$ cat config.mk
export PLATFORM = sky130hd
export DESIGN_NAME = rs_station_age
export DESIGN_NICKNAME = d
export VERILOG_FILES = /design/src/rtl/rs_station_age_pkg.sv /design/src/rtl/rs_station_age_age_matrix.sv /design/src/rtl/rs_station_age.sv
export SDC_FILE = /design/constraint.sdc
export NUM_CORES = 2
export LEC_CHECK = 0
export ABC_AREA = 1
export CORE_MARGIN = 10
export CORE_UTILIZATION = 40
export DETAILED_ROUTE_END_ITERATION = 12
export PLACE_DENSITY = 0.65
export SYNTH_ARGS = -nofsm -noshare
export SYNTH_HDL_FRONTEND = slang
export SYNTH_SLANG_ARGS = --single-unit
export TNS_END_PERCENT = 10
$ cat constraint.sdc
create_clock -name clk -period 7.7 [get_ports clk]
set_clock_uncertainty 0.05 [all_clocks]
set_input_delay 2.31 -clock clk [delete_from_list [all_inputs] [get_ports clk]]
set_output_delay 2.31 -clock clk [all_outputs]
set_load 0.02 [all_outputs]
$ cat src/rtl/rs_station_age_pkg.sv
// Shared defaults and opcode class constants for the ALU reservation station.
package rs_station_age_pkg;

    localparam int RS_DEPTH_DEF = 8;
    localparam int XLEN_DEF     = 32;
    localparam int TAG_W_DEF    = 5;
    localparam int OPC_W_DEF    = 6;
    localparam int N_CDB_DEF    = 2;

    typedef enum logic [OPC_W_DEF-1:0] {
        OPC_ADD = 6'd0,
        OPC_SUB = 6'd1,
        OPC_AND = 6'd2,
        OPC_OR  = 6'd3,
        OPC_XOR = 6'd4,
        OPC_SLL = 6'd5,
        OPC_SRL = 6'd6,
        OPC_SLT = 6'd7,
        OPC_BEQ = 6'd8,
        OPC_LUI = 6'd9
    } opc_class_e;

endpackage

$ cat src/rtl/rs_station_age_age_matrix.sv
// Age matrix for the reservation station: tracks insertion order and grants the oldest requester.
module rs_age_matrix
    import rs_station_age_pkg::*;
#(
    parameter int RS_DEPTH = RS_DEPTH_DEF
) (
    input  logic                        clk,
    input  logic                        rst,
    input  logic                        clr,
    input  logic                        ins_en,
    input  logic [$clog2(RS_DEPTH)-1:0] ins_idx,
    input  logic [RS_DEPTH-1:0]         busy,
    input  logic [RS_DEPTH-1:0]         req,
    output logic [RS_DEPTH-1:0]         gnt
);

    localparam int IDX_W = $clog2(RS_DEPTH);

    // older_q[i][j] = 1: entry i was inserted before entry j
    logic [RS_DEPTH-1:0][RS_DEPTH-1:0] older_q, older_d;
    logic [RS_DEPTH-1:0]               blocked;

    // Released slots keep stale bits; busy/req mask them until the slot is reused.
    always_comb begin
        older_d = older_q;
        if (clr) begin
            older_d = '0;
        end else if (ins_en) begin
            older_d[ins_idx] = '0;
            for (int j = 0; j < RS_DEPTH; j++) begin
                if (busy[j] && (IDX_W'(j) != ins_idx)) older_d[j][ins_idx] = 1'b1;
            end
        end
    end

    always_comb begin
        blocked = '0;
        for (int i = 0; i < RS_DEPTH; i++) begin
            for (int j = 0; j < RS_DEPTH; j++) begin
                if (req[j] && older_q[j][i]) blocked[i] = 1'b1;
            end
        end
        gnt = req & ~blocked;
    end

    always_ff @(posedge clk) begin
        if (rst) older_q <= '0;
        else     older_q <= older_d;
    end

endmodule

$ cat src/rtl/rs_station_age.sv
// Reservation station for one ALU: CDB capture with insert bypass, oldest-ready select, valid/ready dispatch.
module rs_station_age
    import rs_station_age_pkg::*;
#(
    parameter int RS_DEPTH = RS_DEPTH_DEF,
    parameter int XLEN     = XLEN_DEF,
    parameter int TAG_W    = TAG_W_DEF,
    parameter int OPC_W    = OPC_W_DEF,
    parameter int N_CDB    = N_CDB_DEF
) (
    input  logic                        clk,
    input  logic                        rst,
    input  logic                        rdy,
    input  logic                        flush,
    input  logic                        in_valid,
    output logic                        in_ready,
    input  logic [OPC_W-1:0]            in_opc,
    input  logic [XLEN-1:0]             in_pc,
    input  logic [XLEN-1:0]             in_imm,
    input  logic [TAG_W-1:0]            in_tag,
    input  logic                        in_rdy1,
    input  logic                        in_rdy2,
    input  logic [XLEN-1:0]             in_vq1,
    input  logic [XLEN-1:0]             in_vq2,
    input  logic [N_CDB-1:0]            cdb_valid,
    input  logic [N_CDB*TAG_W-1:0]      cdb_tag,
    input  logic [N_CDB*XLEN-1:0]       cdb_val,
    output logic                        out_valid,
    input  logic                        out_ready,
    output logic [OPC_W-1:0]            out_opc,
    output logic [XLEN-1:0]             out_pc,
    output logic [XLEN-1:0]             out_imm,
    output logic [TAG_W-1:0]            out_tag,
    output logic [XLEN-1:0]             out_v1,
    output logic [XLEN-1:0]             out_v2,
    output logic [$clog2(RS_DEPTH):0]   occupancy,
    output logic                        nex_ava
);

    localparam int IDX_W = $clog2(RS_DEPTH);
    localparam int CNT_W = IDX_W + 1;

    logic [RS_DEPTH-1:0] busy_q, busy_d, op1_rdy_q, op1_rdy_d, op2_rdy_q, op2_rdy_d;
    logic [OPC_W-1:0]    opc_q [RS_DEPTH], opc_d [RS_DEPTH];
    logic [XLEN-1:0]     pc_q  [RS_DEPTH], pc_d  [RS_DEPTH];
    logic [XLEN-1:0]     imm_q [RS_DEPTH], imm_d [RS_DEPTH];
    logic [TAG_W-1:0]    tag_q [RS_DEPTH], tag_d [RS_DEPTH];
    logic [XLEN-1:0]     v1_q  [RS_DEPTH], v1_d  [RS_DEPTH];
    logic [XLEN-1:0]     v2_q  [RS_DEPTH], v2_d  [RS_DEPTH];

    logic                out_valid_q, out_valid_d;
    logic [OPC_W-1:0]    out_opc_q, out_opc_d;
    logic [XLEN-1:0]     out_pc_q, out_pc_d, out_imm_q, out_imm_d;
    logic [TAG_W-1:0]    out_tag_q, out_tag_d;
    logic [XLEN-1:0]     out_v1_q, out_v1_d, out_v2_q, out_v2_d;
    logic [CNT_W-1:0]    occ_q, occ_d, free_cnt;

    logic [RS_DEPTH-1:0] req, gnt;
    logic [IDX_W-1:0]    free_idx;
    logic                insert_fire, dispatch_fire;
    logic [XLEN:0]       byp1, byp2;
    logic [XLEN:0]       wake1 [RS_DEPTH], wake2 [RS_DEPTH];

    // Returns {hit, value}; lowest-numbered matching bus wins.
    function automatic logic [XLEN:0] cdb_lookup(input logic [TAG_W-1:0] tag);
        logic [XLEN:0] res;
        res = '0;
        for (int k = N_CDB - 1; k >= 0; k--) begin
            if (cdb_valid[k] && (cdb_tag[k*TAG_W +: TAG_W] == tag)) res = {1'b1, cdb_val[k*XLEN +: XLEN]};
        end
        return res;
    endfunction

    // NOTE: every variable assigned in an always_comb gets a default first, so no path infers a latch.
    always_comb begin
        free_idx = '0;
        for (int i = RS_DEPTH - 1; i >= 0; i--) begin
            if (!busy_q[i]) free_idx = IDX_W'(i);
        end
        byp1 = cdb_lookup(in_vq1[TAG_W-1:0]);
        byp2 = cdb_lookup(in_vq2[TAG_W-1:0]);
        for (int i = 0; i < RS_DEPTH; i++) begin
            wake1[i] = cdb_lookup(v1_q[i][TAG_W-1:0]);
            wake2[i] = cdb_lookup(v2_q[i][TAG_W-1:0]);
        end
    end

    assign req           = busy_q & op1_rdy_q & op2_rdy_q;
    assign in_ready      = ~&busy_q;
    assign insert_fire   = in_valid & in_ready & rdy & ~flush;
    assign dispatch_fire = (|gnt) & (~out_valid_q | out_ready) & rdy & ~flush;

    rs_age_matrix #(.RS_DEPTH(RS_DEPTH)) u_age (
        .clk     (clk),
        .rst     (rst),
        .clr     (flush),
        .ins_en  (insert_fire),
        .ins_idx (free_idx),
        .busy    (busy_q),
        .req     (req),
        .gnt     (gnt)
    );

    always_comb begin
        busy_d    = busy_q;
        op1_rdy_d = op1_rdy_q;
        op2_rdy_d = op2_rdy_q;
        opc_d     = opc_q;
        pc_d      = pc_q;
        imm_d     = imm_q;
        tag_d     = tag_q;
        v1_d      = v1_q;
        v2_d      = v2_q;
        if (rdy) begin
            for (int i = 0; i < RS_DEPTH; i++) begin
                if (busy_q[i] && !op1_rdy_q[i] && wake1[i][XLEN]) begin
                    op1_rdy_d[i] = 1'b1;
                    v1_d[i]      = wake1[i][XLEN-1:0];
                end
                if (busy_q[i] && !op2_rdy_q[i] && wake2[i][XLEN]) begin
                    op2_rdy_d[i] = 1'b1;
                    v2_d[i]      = wake2[i][XLEN-1:0];
                end
                if (dispatch_fire && gnt[i]) busy_d[i] = 1'b0;
            end
        end
        if (insert_fire) begin
            busy_d[free_idx]    = 1'b1;
            opc_d[free_idx]     = in_opc;
            pc_d[free_idx]      = in_pc;
            imm_d[free_idx]     = in_imm;
            tag_d[free_idx]     = in_tag;
            op1_rdy_d[free_idx] = in_rdy1 | byp1[XLEN];
            op2_rdy_d[free_idx] = in_rdy2 | byp2[XLEN];
            v1_d[free_idx]      = (!in_rdy1 && byp1[XLEN]) ? byp1[XLEN-1:0] : in_vq1;
            v2_d[free_idx]      = (!in_rdy2 && byp2[XLEN]) ? byp2[XLEN-1:0] : in_vq2;
        end
        if (flush) busy_d = '0;
    end

    always_comb begin
        out_valid_d = out_valid_q;
        out_opc_d   = out_opc_q;
        out_pc_d    = out_pc_q;
        out_imm_d   = out_imm_q;
        out_tag_d   = out_tag_q;
        out_v1_d    = out_v1_q;
        out_v2_d    = out_v2_q;
        if (flush) begin
            out_valid_d = 1'b0;
        end else if (dispatch_fire) begin
            out_valid_d = 1'b1;
            for (int i = 0; i < RS_DEPTH; i++) begin
                if (gnt[i]) begin
                    out_opc_d = opc_q[i];
                    out_pc_d  = pc_q[i];
                    out_imm_d = imm_q[i];
                    out_tag_d = tag_q[i];
                    out_v1_d  = v1_q[i];
                    out_v2_d  = v2_q[i];
                end
            end
        end else if (rdy && out_ready) begin
            out_valid_d = 1'b0;
        end
    end

    always_comb begin
        occ_d    = flush ? '0 : occ_q + CNT_W'(insert_fire) - CNT_W'(dispatch_fire);
        free_cnt = CNT_W'(RS_DEPTH) - occ_q;
    end

    assign nex_ava = (free_cnt >= CNT_W'(2)) || ((free_cnt == CNT_W'(1)) && !insert_fire) || dispatch_fire;

    // NOTE: sequential state uses non-blocking assignments so every flop samples pre-edge values.
    always_ff @(posedge clk) begin
        if (rst) begin
            busy_q      <= '0;
            out_valid_q <= 1'b0;
            occ_q       <= '0;
        end else begin
            busy_q      <= busy_d;
            out_valid_q <= out_valid_d;
            occ_q       <= occ_d;
        end
    end

    // NOTE: payload storage is not reset; busy_q and out_valid_q qualify every use of it.
    always_ff @(posedge clk) begin
        op1_rdy_q <= op1_rdy_d;
        op2_rdy_q <= op2_rdy_d;
        opc_q     <= opc_d;
        pc_q      <= pc_d;
        imm_q     <= imm_d;
        tag_q     <= tag_d;
        v1_q      <= v1_d;
        v2_q      <= v2_d;
        out_opc_q <= out_opc_d;
        out_pc_q  <= out_pc_d;
        out_imm_q <= out_imm_d;
        out_tag_q <= out_tag_d;
        out_v1_q  <= out_v1_d;
        out_v2_q  <= out_v2_d;
    end

    assign out_valid = out_valid_q;
    assign out_opc   = out_opc_q;
    assign out_pc    = out_pc_q;
    assign out_imm   = out_imm_q;
    assign out_tag   = out_tag_q;
    assign out_v1    = out_v1_q;
    assign out_v2    = out_v2_q;
    assign occupancy = occ_q;

endmodule

==> parameters.txt <==
Parameter                              Value

Status
  Result of the run ... finished, final reports clean

Synthesis
  Seq/Total Area, Yosys ... 47.6%
  Share of synthesized registers carrying an async set or reset ... 0%
  Most instantiated cells after synthesis ... 2706 x sky130_fd_sc_hd__nand2_1, 1619 x sky130_fd_sc_hd__nand3_1, 882 x sky130_fd_sc_hd__o21ai_0
  Top area cells in the synthesized netlist ... sky130_fd_sc_hd__edfxtp_1 31%, sky130_fd_sc_hd__dfxtp_1 17%, sky130_fd_sc_hd__nand2_1 14%
  Unique masters post-synth ... 44
  Area fraction of the dominant cell type after synthesis ... 30.8%
  Count of flip-flops with a built-in enable after synthesis ... 739
  Summed instance area of the synthesized netlist ... 72000 µm²
  Synth Warn # ... 0
  Flip-flop and latch count after synthesis ... 1344
  Most common cell in the synthesized netlist ... sky130_fd_sc_hd__nand2_1
  Post-synthesis cell count ... 9535
  Most common flop cell mapped by yosys ... sky130_fd_sc_hd__edfxtp_1
  Mean Syn Cell Area ... 7.55 µm²
  Synth Net Count ... 9767
  Synth area leader ... sky130_fd_sc_hd__edfxtp_1

Clocking
  Clock sinks ... 1344
  Clock latency on the worst-skew pair ... 0.85 ns
  Total number of H-tree levels ... 4
  Clock transition at path regs ... 0.07 ns
  Root Buffer Master ... sky130_fd_sc_hd__clkbuf_16
  Number of resized instances in the post-cts repair step ... 0
  Number of buffers on the longest clock path ... 3
  Inserted Clock Buffers ... 152
  TritonCTS clock tree ... done
  # Post-CTS Setup Buffers ... 0
  Number of hold buffers added after cts ... 0

Placed design
  Post-detail-place hpwl ... 186000 µm
  Placer's final routability congestion estimate ... 0.971
  Instance area at placement ... 77400 µm²
  Input/output buffers ... 368

Global route
  First-pass GRT wire length ... 456000 µm
  Remaining global-route overflow ... 0
  Antenna violations before repair ... 34
  Global router's overall resource usage ... 30.6%
  Via count of the first global-routing pass ... 68500
  Maximum number of pins on one net before global-route repair ... 140

Die
  Num rows ... 155
  Initial cell density of the core ... 40.3%
  Height of the die ... 444 µm
  Area of the core region ... 179000 µm²
  IO Pins ... 369
  X dimension of the die ... 444 µm
  Area enclosed by the die boundary ... 197000 µm²

STA
  Hold Vio Cnt, Final ... 0
  Maximum clock frequency ... 145 MHz
  Min cycle time layout ... 6.92 ns
  Transition time of the tightest slew-check pin ... 1.23 ns
  Unrepaired setup endpoints after global routing ... no
  Post-route clock period utilization ... 89.8%
  Post-route setup TNS ... 0 ns
  Total count of max-transition violations in the final report ... 0
  Number of setup violations in the final report ... 0
  Slew margin rel. ... 18.0%

Final layout
  Synthesis-to-finish area growth ... 14.5%
  # nets final ... 9706
  Final Instance Area ... 82400 µm²
  Fraction of final layout cells with drive strength greater than 1 ... 9.29%

Power
  IR drop worst, VDD ... 0.000224 V
  Reported leakage power ... 34.6 nW
  Power Density ... 201 nW/µm²

Critical path
  Kind of start point of the critical path ... flip-flop
  Required @ worst endpoint ... 5.34 ns
  Type of the worst setup path ... reg2out
  Endpoint class of the critical path ... output port
  Worst-path maximum fanout ... 63
  Crit path DAT ... 4.56 ns

Drt
  Antenna violation net count after detailed routing ... 0
  Number of optimization iterations in the first detailed-route pass ... 9
  Residual DRC count ... 0
  Number of vias after detailed routing ... 71800
  Vias per cell ... 5.99
  Average wire per standard cell ... 26.6 µm
  Number of DRC markers after the initial detailed-route iteration ... 10700
  Aggregate routed wire length ... 318000 µm

Flow run
  Max Cap Violations ... 0

Hold path
  Worst hold-check path type ... reg2reg
[kinds of logic after synthesis]
family	share of synthesized area, %
compound gates	11.4
xor+xnor	0.340
fa+ha+maj	0.167
buf+inv	9.06
flops	47.6
simple gates	31.5
[critical path, cell delays in order, from the launching register on]
cell and delay, ns:
sky130_fd_sc_hd__dfxtp_1 0.68, sky130_fd_sc_hd__nand3_1 0.24, sky130_fd_sc_hd__o21ai_0 0.36, sky130_fd_sc_hd__nor2_4 0.05, sky130_fd_sc_hd__buf_4 0.28, sky130_fd_sc_hd__nand2_4 0.84
sky130_fd_sc_hd__nand2_1 0.14, sky130_fd_sc_hd__nor2_1 0.16, sky130_fd_sc_hd__nand2_1 0.12, sky130_fd_sc_hd__nand3_1 0.11, sky130_fd_sc_hd__nand3_1 0.08, sky130_fd_sc_hd__clkdlybuf4s50_1 0.56
[registers in the layout, summed over array words and instances, names as in the netlist, named ones only]
name           cells
imm_q            256
pc_q             256
v1_q             256
v2_q             256
opc_q             48
u_age.older_q     48
tag_q             40
out_imm           32
out_pc            32
out_v1            32
out_v2            32
busy_q             8
op1_rdy_q          8
op2_rdy_q          8
out_opc            6
out_tag            5
occupancy          4
out_valid          1
[cell type report]
type | count | area [µm²]
Tap cell | 2355 | 2950
Inverter | 829 | 3150
Multi-Input combinational cell | 6575 | 31600
Fill cell | 17500 | 96400
Antenna cell | 22 | 55.1
Timing Repair Buffer | 572 | 5470
Clock buffer | 194 | 4080
Clock inverter | 84 | 883
Sequential cell | 1344 | 34300
[power by group]
part | leakage [nW] | internal, mW | switching, mW
sequential | 11.6 | 7.70 | 0.0851
clock | 2.42 | 4.10 | 3.28
combinational | 20.6 | 0.446 | 0.962
total | 34.6 | 12.2 | 4.32
[per-layer routing]
metal	wire (µm)	track usage, %	up-vias
li1	-	-	31700
met1	115000	36.6	33500
met2	140000	47.1	5126
met3	37200	7.84	1410
met4	26200	23.2	24
met5	148	0	-
[path summary, 6_finish.rpt]
check                to         start  slack [ns]  cells after the start
min reg2reg   flip-flop     flip-flop        0.38                      2
min           flip-flop     flip-flop        0.38                      2
max             nex_ava     busy_q[5]        0.78                     11
max reg2reg  out_v1[30]  op1_rdy_q[3]        2.94                     13
[cell usage in the layout, fill, tap and decap left out, types with 11 or more instances in the layout]
cell type and count:
sky130_fd_sc_hd__a21oi_1 86, sky130_fd_sc_hd__a21oi_4 11, sky130_fd_sc_hd__buf_12 20, sky130_fd_sc_hd__buf_4 184, sky130_fd_sc_hd__clkbuf_1 31, sky130_fd_sc_hd__clkbuf_16 153
sky130_fd_sc_hd__clkdlybuf4s50_1 368, sky130_fd_sc_hd__clkinv_1 30, sky130_fd_sc_hd__clkinv_2 36, sky130_fd_sc_hd__dfxtp_1 605, sky130_fd_sc_hd__diode_2 22, sky130_fd_sc_hd__edfxtp_1 739
sky130_fd_sc_hd__inv_1 793, sky130_fd_sc_hd__inv_2 13, sky130_fd_sc_hd__nand2_1 2696, sky130_fd_sc_hd__nand3_1 1606, sky130_fd_sc_hd__nand3_2 16, sky130_fd_sc_hd__nand4_1 132
sky130_fd_sc_hd__nor2_1 173, sky130_fd_sc_hd__nor3_1 12, sky130_fd_sc_hd__o211ai_1 303, sky130_fd_sc_hd__o21ai_0 882, sky130_fd_sc_hd__o21ai_1 58, sky130_fd_sc_hd__o22ai_1 87
sky130_fd_sc_hd__or2_1 62, sky130_fd_sc_hd__or2_2 364, sky130_fd_sc_hd__xnor2_1 19
[stage by stage]
step,instances,utilization [%],power (mW),setup WS (ns),hold WS (ns)
5_1_grt,12000,46.1,17.0,0.660,0.403
2_1_floorplan,9535,-,8.66,1.49,0.359
4_1_cts,12000,46.1,16.6,0.826,0.378
6_report,12000,46.1,16.6,0.783,0.377
3_3_place_gp,11700,43.3,9.26,1.37,0.367
3_5_place_dp,11700,43.3,9.28,1.38,0.368
Note: power is estimated with default switching activity, not from simulation.
